File: config.mk
export PLATFORM = sky130hd
export DESIGN_NAME = fifo_uart_tx
export DESIGN_NICKNAME = d
export VERILOG_FILES = /design/src/rtl/fifo_uart_tx.sv
export SDC_FILE = /design/constraint.sdc
export NUM_CORES = 1
export LEC_CHECK = 0
export ABC_AREA = 0
export CORE_UTILIZATION = 55
export CTS_BUF_LIST = sky130_fd_sc_hd__clkbuf_4
export DETAILED_ROUTE_END_ITERATION = 10
export PLACE_DENSITY = 0.85
export SYNTH_ARGS = -nofsm -noshare
export SYNTH_HDL_FRONTEND = slang
export SYNTH_SLANG_ARGS = --single-unit
File: constraint.sdc
create_clock -name clk -period 2.13 [get_ports clk]
set_input_delay 0.213 -clock clk [delete_from_list [all_inputs] [get_ports clk]]
set_output_delay 0.213 -clock clk [all_outputs]
set_load 0.01 [all_outputs]
File: src/rtl/fifo_uart_tx.sv
// fifo_uart_tx: drains a synchronous FIFO one word at a time and
// serializes each word as start, LSB-first data, optional parity, stop(s).
// Ports:
//   clk, rst_      clock; asynchronous active-low reset
//   en             transmit enable, sampled only while idle
//   fifo_empty     FIFO empty flag
//   fifo_dout      FIFO read data, valid the cycle after fifo_rd_en
//   fifo_rd_en     one-cycle read strobe to the FIFO
//   tx             serial line, idle high, registered
//   busy           high whenever a frame is in progress
//   tx_done        registered pulse on the last cycle of the last stop bit
module fifo_uart_tx #(
  parameter int DATA_WIDTH   = 8,
  parameter int CLKS_PER_BIT = 16,
  parameter int PARITY_EN    = 0,
  parameter int PARITY_ODD   = 0,
  parameter int STOP_BITS    = 1
) (
  input  logic                  clk,
  input  logic                  rst_,
  input  logic                  en,
  input  logic                  fifo_empty,
  input  logic [DATA_WIDTH-1:0] fifo_dout,
  output logic                  fifo_rd_en,
  output logic                  tx,
  output logic                  busy,
  output logic                  tx_done
);

  localparam int BW = $clog2(CLKS_PER_BIT);
  localparam int IW = $clog2(DATA_WIDTH) + 1;

  localparam logic [BW-1:0] BAUD_LAST = BW'(CLKS_PER_BIT - 1);
  localparam logic [IW-1:0] BIT_LAST  = IW'(DATA_WIDTH - 1);
  localparam logic          STOP_LAST = (STOP_BITS == 2);
  localparam logic          ODD       = (PARITY_ODD != 0);
  localparam logic          HAS_PAR   = (PARITY_EN != 0);

  typedef enum logic [2:0] {
    S_IDLE,
    S_LOAD,
    S_START,
    S_DATA,
    S_PARITY,
    S_STOP
  } state_t;

  state_t                r_state;
  state_t                w_state_n;
  logic [BW-1:0]         r_baud;
  logic [BW-1:0]         w_baud_n;
  logic [IW-1:0]         r_bit;
  logic [IW-1:0]         w_bit_n;
  logic                  r_stop;
  logic                  w_stop_n;
  logic [DATA_WIDTH-1:0] r_shreg;
  logic [DATA_WIDTH-1:0] w_shreg_n;
  logic                  r_parity;
  logic                  w_parity_n;
  logic                  r_tx;
  logic                  w_tx_n;
  logic                  r_done;
  logic                  w_done_n;
  logic                  w_baud_end;
  logic                  w_rd;

  assign w_baud_end = (r_baud == BAUD_LAST);
  assign w_rd       = (r_state == S_IDLE) & en & ~fifo_empty;

  always_comb begin
    w_state_n  = r_state;
    w_baud_n   = r_baud;
    w_bit_n    = r_bit;
    w_stop_n   = r_stop;
    w_shreg_n  = r_shreg;
    w_parity_n = r_parity;
    unique case (r_state)
      S_IDLE: begin
        if (w_rd) w_state_n = S_LOAD;
      end
      S_LOAD: begin
        w_shreg_n  = fifo_dout;
        w_parity_n = ^fifo_dout ^ ODD;
        w_baud_n   = '0;
        w_bit_n    = '0;
        w_stop_n   = 1'b0;
        w_state_n  = S_START;
      end
      S_START: begin
        if (w_baud_end) begin
          w_baud_n  = '0;
          w_state_n = S_DATA;
        end else begin
          w_baud_n = r_baud + BW'(1);
        end
      end
      S_DATA: begin
        if (w_baud_end) begin
          w_baud_n  = '0;
          w_shreg_n = r_shreg >> 1;
          if (r_bit == BIT_LAST) begin
            w_bit_n   = '0;
            w_state_n = HAS_PAR ? S_PARITY : S_STOP;
          end else begin
            w_bit_n = r_bit + IW'(1);
          end
        end else begin
          w_baud_n = r_baud + BW'(1);
        end
      end
      S_PARITY: begin
        if (w_baud_end) begin
          w_baud_n  = '0;
          w_state_n = S_STOP;
        end else begin
          w_baud_n = r_baud + BW'(1);
        end
      end
      S_STOP: begin
        if (w_baud_end) begin
          w_baud_n = '0;
          if (r_stop == STOP_LAST) begin
            w_stop_n  = 1'b0;
            w_state_n = S_IDLE;
          end else begin
            w_stop_n = 1'b1;
          end
        end else begin
          w_baud_n = r_baud + BW'(1);
        end
      end
      default: begin
        w_state_n = S_IDLE;
      end
    endcase

    // tx is registered from the next-state view so the line
    // changes exactly on entry to each bit, with no extra lag.
    unique case (w_state_n)
      S_START:  w_tx_n = 1'b0;
      S_DATA:   w_tx_n = w_shreg_n[0];
      S_PARITY: w_tx_n = w_parity_n;
      default:  w_tx_n = 1'b1;
    endcase

    w_done_n = (w_state_n == S_STOP) &&
               (w_baud_n == BAUD_LAST) &&
               (w_stop_n == STOP_LAST);
  end

  always_ff @(posedge clk or negedge rst_) begin
    if (!rst_) begin
      r_state  <= S_IDLE;
      r_baud   <= '0;
      r_bit    <= '0;
      r_stop   <= 1'b0;
      r_shreg  <= '0;
      r_parity <= 1'b0;
      r_tx     <= 1'b1;
      r_done   <= 1'b0;
    end else begin
      r_state  <= w_state_n;
      r_baud   <= w_baud_n;
      r_bit    <= w_bit_n;
      r_stop   <= w_stop_n;
      r_shreg  <= w_shreg_n;
      r_parity <= w_parity_n;
      r_tx     <= w_tx_n;
      r_done   <= w_done_n;
    end
  end

  assign fifo_rd_en = w_rd;
  assign tx         = r_tx;
  assign busy       = (r_state != S_IDLE);
  assign tx_done    = r_done;

endmodule

==> metrics.txt <==
antenna cell count=0; actual transition at the worst max-transition pin=347.2 ps; maximum single-stage delay on the critical path=480 ps; share of the clock period used by the worst path after layout=91.77%; gpl congestion=0.8754; Cells after Synth=141; clock tree from TritonCTS=built; clock-pin slew on the worst setup and hold paths=120 ps; total power per unit cell area=1204 nW/um2; number of fillers in the final layout=185; Via density=6.390; maxcap violations=0; Critical path buffers and inverters=1; ys async rst share=100.0%; share of layout cells above drive strength 1=11.04%; Num CTS Buffers=3; initial antenna violation count=0; setup violators final=0; kind of launch point of the worst setup path=register; average routed wire per standard cell=16.11 um; Seq. cell area=578.1 um2; post-synth net total=155; number of buffers on the longest clock path=2; vias post-DR=1163; number of library cell types mapped by synthesis=42; number of I/O port buffers=15; maximum achievable frequency=0.5116 GHz; All-Layer GR Usage=25.82%; number of global-route vias before repair=1117; Tmin final=1955 ps; Initial Util=59.32%; most frequent cells in the layout=21 x dfrtp_1, 15 x o22ai_1, 14 x nand2_1, 14 x clkdlybuf4s50_1, 11 x a21oi_1; share of the synthesized area in the top cell type=41.16%; sum of overflow across all layers after global routing=0; die span in y=51.32 um; DRC=0; std cell rows=17; hold bufs inserted after CTS=0; CTS Sinks=23; clock latency at the later pin of the worst-skew pair=310 ps; worst relative slew slack=76.86%; nature of the critical path endpoint=output port; cell with the largest stage delay on the worst path=dfrtp_2; cell breakdown of the critical path=or3_4 -> nor3b_4 -> dlygate4sd2_1; Netlist Area Pre-Place=1338 um2; portion of the post-synthesis area used by sequential elements=43.12%; maximum number of pins on one net before global-route repair=26; number of iterations in the first detailed-routing pass=4; relative area change from synthesis to final layout=14.03%; run status=finished clean; multi-input combinational cell area=680.7 um2; r2r endpoint=r_bit[0]$_DFFE_PN0P_; floorplan die width=51.32 um; data arrival time of the worst path=1740 ps; Yosys warnings=0; first-pass GRT wire length=5.023 mm; count of boundary I/O pins=16; root buf cell=clkbuf_4; most used flip-flop cell after synthesis=dfrtp_1; maximum fanout count along the critical path=9; Crit Path Category=reg -> out; unrepaired setup endpoints after global routing=no; maximum level of the CTS H-tree=1; area of the die=2633 um2; maximum VDD drop=0.0007046 V; worst min path class=in -> async; final setup slack of the worst path=175.2 ps; setup_tns=0 ps; Final Hold Violating Endpoints=0; mean cell area of the mapped netlist=9.486 um2; number of storage elements in the synthesis netlist=23; overall routed net length=2.932 mm; Layout Utilization=67.65%; leakage=0.6681 nW; detailed router's first-iteration violation count=26; max-slew violation count=0; leading post-synthesis cells by cell area=dfrtp_1 41%, o22ai_1 7.0%, xnor2_1 5.2%; family with the most delay on the worst path=simple AND/OR/NAND/NOR gates; path depth of the worst reg2reg path=5; commonest non-fill, non-tap cell in the layout=dfrtp_1; R2R Setup Slk=220 ps; standard cell core area=2255 um2; pre-CTS worst setup slack=243.1 ps; startpoint of the most critical register-to-register path=r_baud[1]$_DFF_PN0_; setup clock skew after layout=0.8540 ps; final net count=169; number of enable flip-flop cells after synthesis=0; worst hold slack=227.2 ps; count of antenna-violating nets left after detailed routing=0; library cell with the largest summed area after synthesis=dfrtp_1; Req. time, crit path=1920 ps; estimated wirelength of the detail-placed design=2.122 mm
[worst max path at each step]
stage                                    start                    to  slack (ps)  cells past startpoint
final                     r_state[0]$_DFF_PN0_            fifo_rd_en         180                      3
after global routing       r_baud[1]$_DFF_PN0_          tx$_DFF_PN1_          20                      6
after CTS                 r_state[0]$_DFF_PN0_            fifo_rd_en         180                      3
after detailed placement  r_state[0]$_DFF_PN0_            fifo_rd_en         240                      3
after global placement    r_state[0]$_DFF_PN0_            fifo_rd_en         310                      3
after floorplan            r_baud[0]$_DFF_PN0_  r_bit[0]$_DFFE_PN0P_         520                      7
[cell type report]
class	count	area share, %
multi-input combinational	103	44.63
timing repair buffer	20	12.22
sequential	23	37.90
inverter	4	0.9844
clock buffer	4	1.969
tap	28	2.297
[stage by stage]
step | cells | area [um2] | total power, mW
finish | 182 | 1525 | 1.837
global route | 182 | 1525 | 1.984
CTS | 182 | 1525 | 1.832
detailed placement | 178 | 1495 | 1.611
global placement | 178 | 1495 | 1.551
floorplan | 141 | 1338 | 1.421
[Yosys cell counts, types with 3 or more instances]
cell,n
o21ai_0,3
inv_1,4
xnor2_1,8
nand4_1,4
dfrtp_1,22
a21oi_1,11
a22o_1,3
buf_2,7
o22ai_1,15
nand2_1,14
nor2_1,7
[repair_timing]
item,in CTS,in global routing
buffers inserted,0,0
gates resized for setup,2,0
endpoints found under the setup margin,1,0
[power by group]
group          switching, mW  total [mW]  internal [mW]
combinational          0.455       0.863          0.408
clock                  0.131       0.217         0.0861
sequential             0.171       0.757          0.586
[layer usage]
layer | share of wire (%) | GRT usage, %
met5 | 0 | 0
met4 | 2.2 | 13.51
met3 | 6.0 | 3.869
met2 | 52 | 43.86
met1 | 40 | 31.54
[sequential cells by signal, indices dropped and copies added (netlist names)]
| signal | count |
|---|---|
| r_shreg | 8 |
| r_state | 3 |
| r_stop | 1 |
| r_bit | 4 |
| tx_done | 1 |
| r_baud | 4 |
| r_parity | 1 |
| tx | 1 |
[kinds of logic after synthesis]
kind of cell	after synthesis	synth area share [%]
compound gates	49	24.32
simple gates	41	17.31
flops	23	43.12
buf+inv	15	5.986
xor+xnor	9	5.894
mux	2	1.497
fa+ha+maj	2	1.871
Power figures use the tool's default switching activity.
